===== src/rtl/io_scan_pkg.sv =====
// Shared defaults and helpers for the IO scan harness.
package io_scan_pkg;

  localparam int unsigned DIN_N_DEF  = 160;
  localparam int unsigned DOUT_N_DEF = 160;
  localparam int unsigned FCNT_W_DEF = 16;

  // Width needed to hold the values 0..n inclusive.
  function automatic int unsigned cnt_width(input int unsigned n);
    return $clog2(n + 1);
  endfunction

endpackage


===== src/rtl/io_scan_shreg.sv =====
// Serial-in / parallel-out shift register with a parallel load that wins over shifting.
module io_scan_shreg #(
  parameter int unsigned W = 8
) (
  input  logic         clk,
  input  logic         rst,
  input  logic         sin,
  input  logic         shift_en,
  input  logic         load_en,
  input  logic [W-1:0] pdata,
  output logic [W-1:0] pout
);

  logic [W-1:0] shr_q, shr_d;

  always_comb begin
    shr_d = shr_q;
    if (load_en) begin
      shr_d = pdata;
    end else if (shift_en) begin
      shr_d = {shr_q[W-2:0], sin};
    end
  end

  always_ff @(posedge clk) begin
    if (rst) begin
      shr_q <= '0;
    end else begin
      shr_q <= shr_d;
    end
  end

  assign pout = shr_q;

endmodule


===== src/rtl/io_scan_harness.sv =====
// Scan harness: serial stimulus chain feeding a registered ROI input bus and a capture/unload chain.
// Optional auto-capture on the frame-completing shift when IO_SCAN_AUTOSTB_EN is defined.
module io_scan_harness
  import io_scan_pkg::*;
#(
  parameter int unsigned DIN_N  = DIN_N_DEF,
  parameter int unsigned DOUT_N = DOUT_N_DEF,
  parameter int unsigned FCNT_W = FCNT_W_DEF
) (
  input  logic              clk,
  input  logic              rst,
  input  logic              shift_en,
  input  logic              stb,
  input  logic              sdi,
  output logic              sdo,
  output logic [DIN_N-1:0]  din,
  input  logic [DOUT_N-1:0] dout,
  output logic              loaded,
  output logic              stb_err,
  output logic [FCNT_W-1:0] frame_cnt
);

  localparam int unsigned CNT_W = cnt_width(DIN_N);
  localparam logic [CNT_W-1:0] FULL = CNT_W'(DIN_N);

  logic [DIN_N-1:0]  din_shr;
  logic [DOUT_N-1:0] dout_shr;
  logic [DIN_N-1:0]  cap_src;
  logic              cap;

  logic [CNT_W-1:0]  shift_cnt_q, shift_cnt_d;
  logic [DIN_N-1:0]  din_q, din_d;
  logic [FCNT_W-1:0] frame_cnt_q, frame_cnt_d;
  logic              stb_err_q, stb_err_d;

  io_scan_shreg #(.W(DIN_N)) u_din_chain (
    .clk      (clk),
    .rst      (rst),
    .sin      (sdi),
    .shift_en (shift_en),
    .load_en  (1'b0),
    .pdata    ('0),
    .pout     (din_shr)
  );

  io_scan_shreg #(.W(DOUT_N)) u_dout_chain (
    .clk      (clk),
    .rst      (rst),
    .sin      (din_shr[DIN_N-1]),
    .shift_en (shift_en),
    .load_en  (cap),
    .pdata    (dout),
    .pout     (dout_shr)
  );

  assign loaded = (shift_cnt_q >= FULL);

`ifdef IO_SCAN_AUTOSTB_EN
  localparam logic [CNT_W-1:0] LAST = CNT_W'(DIN_N - 1);
  logic auto_cap;
  // Auto capture fires while loaded is still low, so it never coincides with an
  // accepted external strobe; it latches the chain including the incoming bit.
  assign auto_cap = shift_en && (shift_cnt_q == LAST);
  assign cap      = (stb && loaded) || auto_cap;
  assign cap_src  = auto_cap ? {din_shr[DIN_N-2:0], sdi} : din_shr;
`else
  assign cap      = stb && loaded;
  assign cap_src  = din_shr;
`endif

  always_comb begin
    shift_cnt_d = shift_cnt_q;
    din_d       = din_q;
    frame_cnt_d = frame_cnt_q;
    stb_err_d   = stb_err_q;
    if (cap) begin
      din_d       = cap_src;
      frame_cnt_d = frame_cnt_q + FCNT_W'(1);
      shift_cnt_d = shift_en ? CNT_W'(1) : '0;
    end else begin
      if (shift_en && !loaded) begin
        shift_cnt_d = shift_cnt_q + CNT_W'(1);
      end
      if (stb) begin
        stb_err_d = 1'b1;
      end
    end
  end

  always_ff @(posedge clk) begin
    if (rst) begin
      shift_cnt_q <= '0;
      din_q       <= '0;
      frame_cnt_q <= '0;
      stb_err_q   <= 1'b0;
    end else begin
      shift_cnt_q <= shift_cnt_d;
      din_q       <= din_d;
      frame_cnt_q <= frame_cnt_d;
      stb_err_q   <= stb_err_d;
    end
  end

  assign sdo       = dout_shr[DOUT_N-1];
  assign din       = din_q;
  assign frame_cnt = frame_cnt_q;
  assign stb_err   = stb_err_q;

endmodule


===== config.mk =====
export PLATFORM = sky130hd
export DESIGN_NAME = io_scan_harness
export DESIGN_NICKNAME = d
export VERILOG_FILES = /design/src/rtl/io_scan_pkg.sv /design/src/rtl/io_scan_shreg.sv /design/src/rtl/io_scan_harness.sv
export SDC_FILE = /design/constraint.sdc
export NUM_CORES = 1
export LEC_CHECK = 0
export CAP_MARGIN = 5
export CORE_MARGIN = 4
export CORE_UTILIZATION = 45
export CTS_BUF_LIST = sky130_fd_sc_hd__clkbuf_8
export CTS_CLUSTER_DIAMETER = 80
export DETAILED_ROUTE_END_ITERATION = 8
export PLACE_DENSITY = 0.68
export SLEW_MARGIN = 10
export SYNTH_ARGS = -nofsm -noshare
export SYNTH_HDL_FRONTEND = slang
export SYNTH_SLANG_ARGS = --single-unit

===== constraint.sdc =====
create_clock -name clk -period 1.7 [get_ports clk]
set_clock_uncertainty 0.05 [all_clocks]
set_input_delay 0.17 -clock clk [delete_from_list [all_inputs] [get_ports clk]]
set_output_delay 0.17 -clock clk [all_outputs]
set_load 0.1 [all_outputs]

==> out/metrics.cfg <==
[status]
outcome=complete, no violations

[logic_synthesis]
synth_edf_count=0
synth.avg_cell_area_um2=9.31
synth_area_leaders=dfxtp_1 53%, mux2i_1 17%, nor2_1 6.5%, nand2_1 6.4%, a211oi_1 6.3%
synthSimpleGateAreaFrac_pct=14.2
synth_nets=2222
synth-xor-area-share_pct=0.550
synth_top_family_by_area=multiplexers
yosysWarningCount=0
synth_fa_ha_area_share_pct=0.196
ys.flop_type=dfxtp_1
ys_ff_latch=505
synth_compound_area_share_pct=11.4
synth_top_area_share_pct=52.9
synth.largest_area_cell=dfxtp_1
synthesis.area_um2=19100
synth_mux_area_share_pct=16.8
ys_types=32
syn_inst=2054
ys_async_sr_fraction_pct=0
ys_seq_area_share_pct=52.9

[floorplanning]
ios=344
core.rowCount=75
initial_core_util_pct=45.6
coreArea_um2=41900
die_h_um=214
die-area_um2=45800
fp.dieW_um=214

[global_route]
grt-ovfl-total=0
grt_pass1_vias=15500
met1_usage_pct=28.5
grt_max_degree=80
grt-busiest-layer=met2
antenna_found_initial=0
use_met2_pct=33.4
grt_usage_pct=21.3
grt_pass1_wl_um=81800
grt_use_met3_pct=6.79

[worst_setup_path]
crit_family=flip-flops
arrival_ns=1.44
crit_type=flop to output pin
reg2regPathDepth=7
rrSetupSlack_ns=0.06
critPathCaptureType=output pin
startpoint=shift_cnt_q[5]$_SDFFE_PP0P_
crit_path_max_incr_delay_ns=0.35
crit_path_max_fanout=2
worstPathCellList=o21ai_4 -> buf_6 -> inv_4 -> buf_12
worst-path-buf-inv=3
r2r_start=shift_cnt_q[6]$_SDFFE_PP0P_
cpMaxStageDelayCell=dfxtp_4
worst_setup_path_start_kind=flop
rr_endpoint=din[86]$_SDFFE_PP0P_
critPathRequiredTime_ns=1.48

[clock_network]
cts_buffers=83
htree_levels=3
root_buffer=clkbuf_8
clk_latency_ns=0.62
cts_buffer_depth=3
clkSinkCount=505
clk_pin_slew_ns=0.06
cts_tree=yes

[finish]
drive_gt1_share_pct=17.1
final-seq-area_um2=10200
final_nets=2580
antennaDiodeCount=0
areaGrowthSynthToFinish_pct=42.6
final_cell_mix=487 x dfxtp_1, 333 x nor2_1, 328 x nand2_1
layout_commonest_cell=dfxtp_1
multi_input_area_um2=8290
fillers=3300

[route]
drc=0
ant_nets=0
first_pass_iters=5
routed_via_density=5.15
vias=15500
drt_wl_total_um=51000
routedWlPerCell_um=16.9
first_iter_violations=1053

[hold_path]
worstHoldEndpoint=u_dout_chain.pout[131]$_SDFFE_PP0P_
hold_path.class=input pin to flop
hold_depth=3
hp-start=dout[131]

[pwr]
p_per_area_nw_per_um2=869
ir_drop_uv=643
power_leakage_nw=10.8
p_total_w=0.0237

[timing]
rsz0062_at_grt=yes
fin_crit_sh_pct=97.5
maxSlewHeadroom_pct=72.2
max_freq_ghz=0.604
final_hold_viol_count=0
slew_violations=0
worst_pin_slew_ns=0.416
holdWs_ns=0.101
post-route-min-period_ns=1.66
setup_violations=0

[flow_run]
cap_violations=0

[placement]
place.gp.congestion=0.829
place.detailed.hpwl_um=34100
portBuffers=343

## registers in the layout, summed over array words and instances (netlist names)
register / flops
din: 160
u_din_chain.pout: 160
stb_err: 1
shift_cnt_q: 8
u_dout_chain.pout: 160
frame_cnt: 16
## report_power, final
part / internal, W / total (W) / switching, W
clock: 0.00604 / 0.0107 / 0.00467
sequential: 0.0118 / 0.0118 / 0.00000865
combinational: 0.000589 / 0.00113 / 0.000540
## metrics by stage
step	cell area (um^2)	std cells	setup TNS [ns]	worst slack, ns	utilization, %
2_1_floorplan	19200	2054	0	0.00119	-
3_3_place_gp	25300	2851	-39.46	-0.190	60.3
3_5_place_dp	25300	2851	-42.47	-0.231	60.3
4_1_cts	27100	3003	-0.00450	-0.00450	64.5
5_1_grt	27200	3011	-0.585	-0.0452	65.0
6_report	27200	3011	0	0.0433	65.0
## layer usage
| layer | vias up | routed length (um) |
|---|---|---|
| li1 | 7726 | - |
| met1 | 7318 | 23500 |
| met2 | 398 | 23000 |
| met3 | 78 | 3470 |
| met4 | 0 | 1090 |
| met5 | - | 0 |
## logic make-up (layout without fill, tap and decap cells)
logic type	Yosys count	in the layout
mux	320	320
simple gates	698	698
fa+ha+maj	3	3
flops	505	505
buf+inv	171	589
compound gates	345	345
xor+xnor	12	12
## worst max-delay path by stage
stage / endpoint / slack [ns] / cells past startpoint
after floorplan: frame_cnt[15]$_SDFFE_PP0P_ / 0.001 / 4
after global placement: frame_cnt[15]$_SDFFE_PP0P_ / -0.19 / 5
after detailed placement: u_dout_chain.pout[130]$_SDFFE_PP0P_ / -0.23 / 7
after CTS: loaded / -0.005 / 4
after global routing: u_dout_chain.pout[159]$_SDFFE_PP0P_ / -0.05 / 7
final: loaded / 0.04 / 4
## layout make-up
class	count	area share, %
clock buffer	106	5.35
clock inverter	39	0.905
inverter	4	0.0643
multi-input combinational	1378	30.4
sequential	505	37.3
tap	539	2.47
timing repair buffer	440	23.5
## worst min-delay path, cell delays in order
cell and delay (ns):
clkdlybuf4s50_1 0.40, nor2_1 0.10, a211oi_1 0.05
## cell usage after synthesis, types with 2 or more instances
| library cell | count |
|---|---|
| a211oi_1 | 161 |
| a21oi_1 | 170 |
| and2_1 | 5 |
| and3_1 | 3 |
| buf_1 | 5 |
| buf_2 | 101 |
| clkbuf_1 | 60 |
| dfxtp_1 | 505 |
| ha_1 | 3 |
| inv_1 | 4 |
| mux2i_1 | 320 |
| nand2_1 | 328 |
| nand3_1 | 8 |
| nand4_1 | 8 |
| nand4b_1 | 2 |
| nor2_1 | 333 |
| nor3_1 | 3 |
| o21ai_0 | 6 |
| o31ai_1 | 2 |
| or3_1 | 5 |
| xor2_1 | 11 |
## repair_timing
action | 4_1_cts | 5_1_grt
pin swaps | 1 | 2
endpoints found under the setup margin | 1 | 40
endpoints found under the hold margin | 47 | 0
setup buffers | 5 | 5
gates cloned | 0 | 3
resized for setup | 9 | 18
hold buffers | 2 | 0
(Power assumes the default switching activity.)
